===== config.mk =====
export PLATFORM = sky130hd
export DESIGN_NAME = datapath_gray_param_flat
export DESIGN_NICKNAME = d
export VERILOG_FILES = /design/src/rtl/datapath_gray_param_if.sv /design/src/rtl/datapath_gray_param.sv /design/src/flat_wrapper.sv
export SDC_FILE = /design/constraint.sdc
export NUM_CORES = 1
export LEC_CHECK = 0
export ABC_AREA = 0
export BUFFER_PORTS_ARGS = -buffer_cell sky130_fd_sc_hd__buf_2
export CAP_MARGIN = 5
export CORE_UTILIZATION = 62
export CTS_CLUSTER_DIAMETER = 100
export DETAILED_ROUTE_END_ITERATION = 16
export PLACE_DENSITY_LB_ADDON = 0.3
export SYNTH_ARGS = -nofsm -noshare
export SYNTH_HDL_FRONTEND = slang
export SYNTH_SLANG_ARGS = --single-unit

===== constraint.sdc =====
create_clock -name i_clk -period 8.3 [get_ports i_clk]
set_input_delay 0.415 -clock i_clk [delete_from_list [all_inputs] [get_ports i_clk]]
set_output_delay 0.415 -clock i_clk [all_outputs]
set_load 0.05 [all_outputs]

===== src/rtl/datapath_gray_param_if.sv =====
`default_nettype none
// ============================================================================
// datapath_gray_param_if: pixel-in / gray-out stream bundle with backpressure.
// Revision: 1.0
// ============================================================================
interface datapath_gray_param_if #(
    parameter int C_DATA_WIDTH = 8
) ();
    logic [C_DATA_WIDTH-1:0] data_in;
    logic                    valid_in;
    logic                    sof_in;
    logic                    busy_out;
    logic [C_DATA_WIDTH-1:0] data_out;
    logic                    valid_out;
    logic                    sof_out;
    logic                    busy_in;

    modport slave (
        input  data_in, valid_in, sof_in, busy_in,
        output busy_out, data_out, valid_out, sof_out
    );

    modport master (
        output data_in, valid_in, sof_in, busy_in,
        input  busy_out, data_out, valid_out, sof_out
    );
endinterface
`default_nettype wire


===== src/rtl/datapath_gray_param.sv =====
`default_nettype none
// ============================================================================
// datapath_gray_param: byte-serial weighted gray converter with a shared
// multiplier, SOF resync and output FIFO. Option macro: DATAPATH_GRAY_ROUND_EN.
// Revision: 1.0
// ============================================================================
module datapath_gray_param #(
    parameter int C_DATA_WIDTH = 8,
    parameter int C_CHANNELS   = 3,
    parameter int C_COEF_WIDTH = 8,
    parameter int C_COEF_SHIFT = 7,
    parameter int C_OUT_DEPTH  = 4
) (
    input  wire logic                               i_clk,
    input  wire logic                               i_rst_n,
    input  wire logic [C_CHANNELS*C_COEF_WIDTH-1:0] i_coef,
    datapath_gray_param_if.slave                    s_if,
    output logic                                    o_sync_err
);
    localparam int CH_W   = $clog2(C_CHANNELS);
    localparam int NCOEF  = 1 << CH_W;
    localparam int PROD_W = C_DATA_WIDTH + C_COEF_WIDTH;
    localparam int ACC_W  = PROD_W + $clog2(C_CHANNELS);
    localparam int PTR_W  = $clog2(C_OUT_DEPTH);
    localparam int CNT_W  = PTR_W + 1;
    localparam int OCC_W  = CNT_W + 2;
    localparam int LAT_W  = (C_CHANNELS - 1) * C_COEF_WIDTH;
    localparam logic [ACC_W:0] DATA_MAX = {{(ACC_W + 1 - C_DATA_WIDTH){1'b0}}, {C_DATA_WIDTH{1'b1}}};
`ifdef DATAPATH_GRAY_ROUND_EN
    localparam logic [ACC_W:0] RND = (ACC_W + 1)'(1) << (C_COEF_SHIFT - 1);
`else
    localparam logic [ACC_W:0] RND = '0;
`endif

    logic [CH_W-1:0]         ch_q, ch_d;
    logic [LAT_W-1:0]        coef_q;
    logic                    s1_vld_q, s1_first_q, s1_last_q, s1_sof_q;
    logic [PROD_W-1:0]       s1_prod_q;
    logic [ACC_W-1:0]        acc_q;
    logic                    s2_last_q, s2_sof_q;
    logic                    s3_vld_q, s3_sof_q;
    logic [C_DATA_WIDTH-1:0] s3_data_q;
    logic                    sync_err_q;
    logic [PTR_W-1:0]        wr_ptr_q, rd_ptr_q;
    logic [CNT_W-1:0]        cnt_q;
    logic [C_DATA_WIDTH-1:0] mem_data_q [C_OUT_DEPTH];
    logic                    mem_sof_q  [C_OUT_DEPTH];

    logic                    w_accept, w_resync, w_last, w_busy, w_push, w_pop, w_valid;
    logic [CH_W-1:0]         w_ch;
    logic [C_COEF_WIDTH-1:0] w_coef_arr [NCOEF];
    logic [PROD_W-1:0]       w_prod;
    logic [ACC_W:0]          w_round, w_shift;
    logic [C_DATA_WIDTH-1:0] w_sat;
    logic [OCC_W-1:0]        w_occ;

    // Channel 0 multiplies with the live coefficient; the rest use the copy taken on that beat.
    for (genvar k = 0; k < NCOEF; k++) begin : g_coef
        if (k == 0) begin : g_ch0
            assign w_coef_arr[k] = i_coef[0 +: C_COEF_WIDTH];
        end else if (k < C_CHANNELS) begin : g_lat
            assign w_coef_arr[k] = coef_q[(k - 1) * C_COEF_WIDTH +: C_COEF_WIDTH];
        end else begin : g_pad
            assign w_coef_arr[k] = '0;
        end
    end

    // Occupancy counts finished pixels still in the pipe so the FIFO can never overflow.
    assign w_occ    = OCC_W'(cnt_q) + OCC_W'(s1_vld_q & s1_last_q) + OCC_W'(s2_last_q) + OCC_W'(s3_vld_q);
    assign w_busy   = w_occ >= OCC_W'(C_OUT_DEPTH);
    assign w_accept = s_if.valid_in && !w_busy;
    assign w_resync = w_accept && s_if.sof_in && (ch_q != '0);
    assign w_ch     = w_resync ? '0 : ch_q;
    assign w_last   = (w_ch == CH_W'(C_CHANNELS - 1));
    assign w_prod   = PROD_W'(s_if.data_in) * PROD_W'(w_coef_arr[w_ch]);

    assign w_round  = {1'b0, acc_q} + RND;
    assign w_shift  = w_round >> C_COEF_SHIFT;
    assign w_sat    = (w_shift > DATA_MAX) ? DATA_MAX[C_DATA_WIDTH-1:0] : w_shift[C_DATA_WIDTH-1:0];

    assign w_valid  = (cnt_q != '0);
    assign w_push   = s3_vld_q;
    assign w_pop    = w_valid && !s_if.busy_in;

    always_comb begin
        ch_d = ch_q;
        if (w_accept) begin
            ch_d = w_last ? '0 : w_ch + CH_W'(1);
        end
    end

    always_ff @(posedge i_clk or negedge i_rst_n) begin
        if (!i_rst_n) begin
            ch_q       <= '0;
            coef_q     <= '0;
            s1_vld_q   <= 1'b0;
            s1_first_q <= 1'b0;
            s1_last_q  <= 1'b0;
            s1_sof_q   <= 1'b0;
            s1_prod_q  <= '0;
            acc_q      <= '0;
            s2_last_q  <= 1'b0;
            s2_sof_q   <= 1'b0;
            s3_vld_q   <= 1'b0;
            s3_sof_q   <= 1'b0;
            s3_data_q  <= '0;
            sync_err_q <= 1'b0;
            wr_ptr_q   <= '0;
            rd_ptr_q   <= '0;
            cnt_q      <= '0;
        end else begin
            ch_q       <= ch_d;
            sync_err_q <= w_resync;
            if (w_accept && (w_ch == '0)) begin
                coef_q <= i_coef[C_CHANNELS*C_COEF_WIDTH-1:C_COEF_WIDTH];
            end
            s1_vld_q <= w_accept;
            if (w_accept) begin
                s1_prod_q  <= w_prod;
                s1_first_q <= (w_ch == '0);
                s1_last_q  <= w_last;
                s1_sof_q   <= s_if.sof_in;
            end
            s2_last_q <= s1_vld_q && s1_last_q;
            if (s1_vld_q) begin
                acc_q <= s1_first_q ? ACC_W'(s1_prod_q) : acc_q + ACC_W'(s1_prod_q);
                if (s1_first_q) begin
                    s2_sof_q <= s1_sof_q;
                end
            end
            s3_vld_q <= s2_last_q;
            if (s2_last_q) begin
                s3_data_q <= w_sat;
                s3_sof_q  <= s2_sof_q;
            end
            if (w_push) wr_ptr_q <= wr_ptr_q + PTR_W'(1);
            if (w_pop)  rd_ptr_q <= rd_ptr_q + PTR_W'(1);
            case ({w_push, w_pop})
                2'b10:   cnt_q <= cnt_q + CNT_W'(1);
                2'b01:   cnt_q <= cnt_q - CNT_W'(1);
                default: cnt_q <= cnt_q;
            endcase
        end
    end

    always_ff @(posedge i_clk) begin
        if (w_push) begin
            mem_data_q[wr_ptr_q] <= s3_data_q;
            mem_sof_q[wr_ptr_q]  <= s3_sof_q;
        end
    end

    assign s_if.busy_out  = w_busy;
    assign s_if.valid_out = w_valid;
    assign s_if.data_out  = w_valid ? mem_data_q[rd_ptr_q] : '0;
    assign s_if.sof_out   = w_valid ? mem_sof_q[rd_ptr_q] : 1'b0;
    assign o_sync_err     = sync_err_q;
endmodule
`default_nettype wire


===== src/flat_wrapper.sv =====
// flat-port wrapper written by rule: the top's interface ports become plain ports
module datapath_gray_param_flat 
#(
    parameter int C_DATA_WIDTH = 8,
    parameter int C_CHANNELS   = 3,
    parameter int C_COEF_WIDTH = 8,
    parameter int C_COEF_SHIFT = 7,
    parameter int C_OUT_DEPTH  = 4
)
  (i_clk, i_rst_n, i_coef, o_sync_err, s_if_data_in, s_if_valid_in, s_if_sof_in, s_if_busy_in, s_if_busy_out, s_if_data_out, s_if_valid_out, s_if_sof_out);
  datapath_gray_param_if #(.C_DATA_WIDTH(C_DATA_WIDTH)) s_if_i ();
  input  wire logic i_clk;
  input  wire logic i_rst_n;
  input  wire logic [C_CHANNELS*C_COEF_WIDTH-1:0] i_coef;
  output logic o_sync_err;
  input wire logic [$bits(s_if_i.data_in)-1:0] s_if_data_in;
  input wire logic [$bits(s_if_i.valid_in)-1:0] s_if_valid_in;
  input wire logic [$bits(s_if_i.sof_in)-1:0] s_if_sof_in;
  input wire logic [$bits(s_if_i.busy_in)-1:0] s_if_busy_in;
  output wire logic [$bits(s_if_i.busy_out)-1:0] s_if_busy_out;
  output wire logic [$bits(s_if_i.data_out)-1:0] s_if_data_out;
  output wire logic [$bits(s_if_i.valid_out)-1:0] s_if_valid_out;
  output wire logic [$bits(s_if_i.sof_out)-1:0] s_if_sof_out;
  assign s_if_i.data_in = s_if_data_in;
  assign s_if_i.valid_in = s_if_valid_in;
  assign s_if_i.sof_in = s_if_sof_in;
  assign s_if_i.busy_in = s_if_busy_in;
  assign s_if_busy_out = s_if_i.busy_out;
  assign s_if_data_out = s_if_i.data_out;
  assign s_if_valid_out = s_if_i.valid_out;
  assign s_if_sof_out = s_if_i.sof_out;
  datapath_gray_param #(.C_DATA_WIDTH(C_DATA_WIDTH), .C_CHANNELS(C_CHANNELS), .C_COEF_WIDTH(C_COEF_WIDTH), .C_COEF_SHIFT(C_COEF_SHIFT), .C_OUT_DEPTH(C_OUT_DEPTH)) u_core (.i_clk(i_clk), .i_rst_n(i_rst_n), .i_coef(i_coef), .s_if(s_if_i), .o_sync_err(o_sync_err));
endmodule

==> flow_summary.ini, run 1 <==
[floorplan]
ios = 49
core_area_mm2 = 0.0120
core.rowCount = 40
dieArea_mm2 = 0.0128
fp.dieW_um = 113
initial_core_util = 0.635
die-height_um = 113

[clock_network]
ctsLongestPathBuffers = 2
postCtsSetupRepairBufs = 0
cts.clk_slew.worst_paths_ns = 0.08
clock_latency_ns = 0.35
cts-htree-levels = 3
hold_buffers = 0
cts_tree = built
cts_resized = 0
cts_buffers = 9
clock_sinks = 111
cts_root_buf = clkbuf_16

[critical_path]
critPathSlowestCell = and3_1
cp.arrival_ns = 6.98
crit_path_cell_trace = buf_4, and2_1, fa_1, ha_1, nor3b_2, and3_1, a21oi_1, o22ai_1, nand2_1, fa_1, fa_1, inv_1, fa_1, inv_1, fa_1, inv_1, ha_1, o21a_1, o31a_1, o221ai_1, o21ai_0, xnor2_1, o21ai_0
crit_path_start_kind = flip-flop
slowest_delay_ns = 0.61
worstPathRequired_ns = 8.52
cpMostUsedCell = fa_1
critPathMaxFanout = 45
path_class = reg -> reg
endpoint_kind = flip-flop

[synthesis]
synth_xor_xnor_area_share = 0.0253
synthDistinctLibCells = 68
ys_warn_count = 0
synth_area_leaders = dfrtp_1 25%, edfxtp_1 14%, fa_1 10%, ha_1 9.5%, nor2b_1 4.7%
synth_compound_area_frac = 0.135
async_flop_share = 0.676
synthFlopType = dfrtp_1
syn_avg_cell_area_um2 = 10.7
ys_ff_latch = 111
synth_adder_area_share = 0.197
synthCells = 715
synth-edff-count = 36
syn-cell-area_mm2 = 0.00763
syn-num-nets = 849
synth_top_area_share = 0.246
synth_top_family_by_area = adder cells
muxShareOfSynthArea = 0.0584
ys_seq_area_frac = 0.388
synth-simple-area-share = 0.152
synth_largest_area_cell = dfrtp_1

[place]
port_buffers = 48
dp_hpwl_um = 11900
place_congestion = 0.954
place_area_mm2 = 0.00799
dpl_worst_slack_ns = 1.59
post-place-cells = 891

[run]
drv_cap = 0

[outcome]
outcome = complete, no violations

[hold_path]
hp-class = in -> async

[routing]
detail_route.wl_per_cell_um = 17.3
vias = 5488
dr.pass1.iters = 5
drtIter0Drc = 410
drc = 0
wirelength_um = 15700
vias_per_cell = 6.05
drtAntennaViolNets = 0

[cells_and_area]
diodes = 0
fillers = 884
nets = 889
area_delta_synth_final_pct = 8.51
final_area_mm2 = 0.00828
drive_gt1_frac = 0.150
fin_cells = 907

[sta]
final.setup.worst_slack_ns = 1.54
rsz0062_at_grt = false
slew_headroom = 0.213
min_period_over_period = 0.814
clock_skew_ns = 0.0116
worstMarginPinSlew_ns = 1.17
finalCriticalPeriod_ns = 6.76
tns_ns = 0
slew_viol_final = 0
setup_violations = 0
clock.fmax_mhz = 148
finalHoldViolations = 0

[global_routing]
grt_overflow = 0
antenna_found_initial = 0
grt_first_pass_wirelength_um = 26000
grt_pass1_vias = 5413
grt_max_degree = 76
grt_usage = 0.261
placed cells by master, fill, tap and decap left out, drive strengths merged, types with 3 or more instances in the layout:
cell,n
a31oi,8
xnor2,9
nand2b,7
ha,58
dfrtp,75
and2,21
fa,39
nand4,7
mux2i,4
buf,51
xor2,13
a21oi,40
o21a,4
or3,4
nor2b,57
a22oi,4
nor2,35
a21o,6
a211oi,4
and3,3
a221oi,5
nor3,5
o21ai,39
mux4,9
nand3,15
clkbuf,11
edfxtp,36
o211ai,3
o31a,3
mux2,18
inv,67
o22a,8
nand2,61
through the flow:
step	hold WS [ns]	utilization
final	0.186	0.689
after global routing	0.265	0.689
after CTS	0.227	0.689
after detailed placement	0.469	0.665
after global placement	0.459	0.665
after floorplan	0.119	-
area by class of cell:
cell class / count / area (um^2) / share of cell area
multi-input cells: 518 / 4340 / 0.524
flip-flops and latches: 111 / 2960 / 0.357
repair buffers: 51 / 265 / 0.0320
clock buffers: 11 / 243 / 0.0293
inverters: 64 / 240 / 0.0290
well taps: 147 / 184 / 0.0222
clock inverters: 5 / 50.0 / 0.00604
kinds of logic (layout without fill, tap and decap cells):
group / after synthesis / after routing
and+or+nand+nor: 224 / 224
adders and majority gates: 97 / 97
AOI/OAI and AO/OA: 144 / 144
muxes: 31 / 31
xor gates and xnor gates: 22 / 22
buffers and inverters: 86 / 131
DFF: 111 / 111
final timing paths:
check | end | slack, ns | depth (start not counted) | from
worst max-delay path | u_core.s1_prod_q[15] | 1.54 | 23 | u_core.s1_vld_q
worst min-delay path | u_core.wr_ptr_q[0] | 0.19 | 1 | i_rst_n
worst max register to register | u_core.s1_prod_q[15] | 1.54 | 23 | u_core.s1_vld_q
worst min register to register | u_core.s1_last_q | 0.49 | 2 | u_core.s1_last_q
max in group asynchronous | u_core.s2_sof_q | 7.51 | 1 | i_rst_n
min in group i_clk | u_core.coef_q[7] | 0.29 | 2 | i_coef[15]
sequential cells by signal, indices dropped and copies added, names as in the netlist:
name and count:
u_core.mem_data_q 32, u_core.mem_sof_q 4, u_core.s1_last_q 1, u_core.s3_sof_q 1
u_core.s3_data_q 8, u_core.s3_vld_q 1, u_core.ch_q 1, u_core.s1_vld_q 1
u_core.s1_first_q 1, u_core.wr_ptr_q 2, u_core.s2_last_q 1, u_core.o_sync_err 1
u_core.acc_q 18, u_core.coef_q 16, u_core.rd_ptr_q 2, u_core.cnt_q 3
u_core.s1_prod_q 16, u_core.s1_sof_q 1, u_core.s2_sof_q 1
synthesized netlist by cell type, drive strengths merged (2+ instances only):
cell / n
ha: 58
nand2: 61
and2: 21
xnor2: 9
a21oi: 40
fa: 39
o21bai: 2
o31a: 3
clkbuf: 15
nand4: 7
inv: 64
nand2b: 7
o2111a: 2
edfxtp: 36
o211ai: 3
mux4: 9
a41oi: 2
a211oi: 4
a22oi: 4
and3: 3
a221oi: 5
a211o: 2
nand3: 15
o221ai: 2
or2: 2
o21a: 4
o22a: 8
buf: 7
a31oi: 8
mux2: 18
nor2: 35
xor2: 13
mux2i: 4
dfrtp: 75
o21ai: 39
or3: 4
nor2b: 57
a21o: 6
nor3: 5
nor3b: 2
routing by layer:
layer,up-vias,GRT usage,share of wire
met2,161,0.444,0.50
li1,2578,-,-
met5,-,0,0
met4,0,0.0956,0.024
met1,2718,0.342,0.43
met3,31,0.0386,0.043
worst max-delay path, delay by kind of cell, from the launching register on:
| family | cells | cell delay, ns |
|---|---|---|
| fa+ha+maj | 7 | 3.07 |
| compound gates | 7 | 1.42 |
| simple gates | 4 | 1.24 |
| buf+inv | 4 | 0.41 |
| flops | 1 | 0.36 |
| xor+xnor | 1 | 0.13 |
Power of run 1 is left out: the tool's default activity adds up to more than one toggle a clock period on the data nets, which glitch-free logic cannot reach.
==> inputs of run 2 (changes only) <==
==> constraint.sdc (replaced) <==
create_clock -name i_clk -period 6.39 [get_ports i_clk]
set_input_delay 0.3195 -clock i_clk [delete_from_list [all_inputs] [get_ports i_clk]]
set_output_delay 0.3195 -clock i_clk [all_outputs]
set_load 0.05 [all_outputs]
==> flow_summary.ini, run 2 (synthesis results as in run 1) <==
[global_routing]
grt_max_degree = 76
grt_usage = 0.253
grt_first_pass_wirelength_um = 25700
antenna_found_initial = 0
grt_overflow = 0
grt_pass1_vias = 5413

[cells_and_area]
diodes = 0
drive_gt1_frac = 0.162
largest_register = u_core.mem_data_q
final_area_mm2 = 0.00835
final_common_cell = dfrtp_1
area_delta_synth_final_pct = 9.41
nets = 895
top_regs = u_core.mem_data_q (32), u_core.acc_q (18)
largest_reg_flops = 32
final_cell_mix = 75 x dfrtp_1, 63 x inv_1, 61 x nand2_1, 58 x ha_1, 57 x nor2b_1

[critical_path]
r2r_setup_slack_ns = 0.33
worstPathRequired_ns = 6.61
path_class = reg -> reg
crit_path_start_kind = flip-flop
cp.arrival_ns = 6.28
endpoint_kind = flip-flop
critPathMaxFanout = 8
r2r_cells = 22
critPathLaunch = u_core.s1_last_q
rr_endpoint = u_core.s1_prod_q[15]
rr_startpoint = u_core.s1_last_q

[floorplan]
core.rowCount = 40
dieArea_mm2 = 0.0128
core_area_mm2 = 0.0120
initial_core_util = 0.635
ios = 49
die-height_um = 113
fp.dieW_um = 113

[place]
place_area_mm2 = 0.00802
place_congestion = 0.970
dp_hpwl_um = 11600
port_buffers = 48

[sta]
setup_violations = 0
clock.fmax_mhz = 165
clock_skew_ns = 0.0104
tns_ns = 0
finalCriticalPeriod_ns = 6.06
hold_ws_ns = 0.107
rsz0062_at_grt = false
slew_headroom = 0.263
finalHoldViolations = 0
worstMarginPinSlew_ns = 1.10
min_period_over_period = 0.948
slew_viol_final = 0

[routing]
vias = 5457
vias_per_cell = 5.98
drtAntennaViolNets = 0
dr.pass1.iters = 6
drc = 0
wirelength_um = 15200
drtIter0Drc = 418
detail_route.wl_per_cell_um = 16.7

[hold_path]
hp-class = in -> async

[outcome]
outcome = complete, no violations

[clock_network]
cts-htree-levels = 3
clock_sinks = 111
cts.clk_slew.worst_paths_ns = 0.07
ctsLongestPathBuffers = 2
clock_latency_ns = 0.34
cts_buffers = 9
cts_tree = built
cts_root_buf = clkbuf_16

[run]
drv_cap = 0
## run 2: changes by cell type in the layout (fill, tap and decap cells not counted)
cell       change
clkbuf_1       -1
nand3_1        -1
clkinv_2       +2
inv_6          -2
clkbuf_8       -1
clkinv_8       -1
nand3_2        +1
inv_8          +2
o21ai_0        -1
o21ai_2        +2
buf_4          +6
o21ai_1        -1
bufinv_16      +1
## run 2: through the flow
step	instances	setup WS, ns	utilization
after global placement	895	0.446	0.668
after floorplan	715	0.173	-
final	913	0.332	0.695
after detailed placement	895	0.271	0.668
after CTS	911	0.259	0.693
after global routing	913	0.0422	0.695
## run 2: repair_timing
item,CTS,global route
hold endpoints to repair,0,0
buffers inserted,0,2
endpoints found under the setup margin,0,6
gates resized for setup,0,4
hold buffers,0,0
## run 2: layout make-up
class                      count  area, um^2
clock buffer                   9         225
sequential                   111        2960
inverter                      64         240
timing repair buffer          57         310
clock inverter                 7        78.8
tap                          147         184
multi-input combinational    518        4350
fill                         870        3660
## run 2: worst max-delay path by stage
| stage | end | slack (ns) | cells after the start |
|---|---|---|---|
| 2_1_floorplan | u_core.s1_prod_q[15] | 0.17 | 26 |
| 3_3_place_gp | u_core.s1_prod_q[15] | 0.45 | 21 |
| 3_5_place_dp | u_core.s1_prod_q[15] | 0.27 | 22 |
| 4_1_cts | u_core.s1_prod_q[15] | 0.26 | 22 |
| 5_1_grt | u_core.s1_prod_q[15] | 0.04 | 22 |
| 6_report | u_core.s1_prod_q[15] | 0.33 | 22 |
## run 2: per-layer routing
layer / track usage / vias up / wire, um
met2: 0.431 / 143 / 7660
met1: 0.343 / 2711 / 6790
met4: 0.0649 / 0 / 189
li1: - / 2587 / -
met3: 0.0370 / 16 / 577
met5: 0 / - / 0
## run 2: worst max-delay path, stage by stage (launching register included)
cell	delay [ns]
dfrtp_1	0.38
and2_1	0.18
fa_1	0.37
ha_1	0.28
nand3_1	0.14
and3_1	0.29
buf_4	0.22
a221oi_4	0.47
nand2b_1	0.19
fa_1	0.43
fa_1	0.49
inv_1	0.06
fa_1	0.52
inv_1	0.05
fa_1	0.53
inv_1	0.04
ha_1	0.33
o21a_1	0.14
o31a_1	0.18
o221ai_1	0.18
o21ai_0	0.26
xnor2_1	0.14
o21ai_0	0.08
Power of run 2 is left out for the same reason.
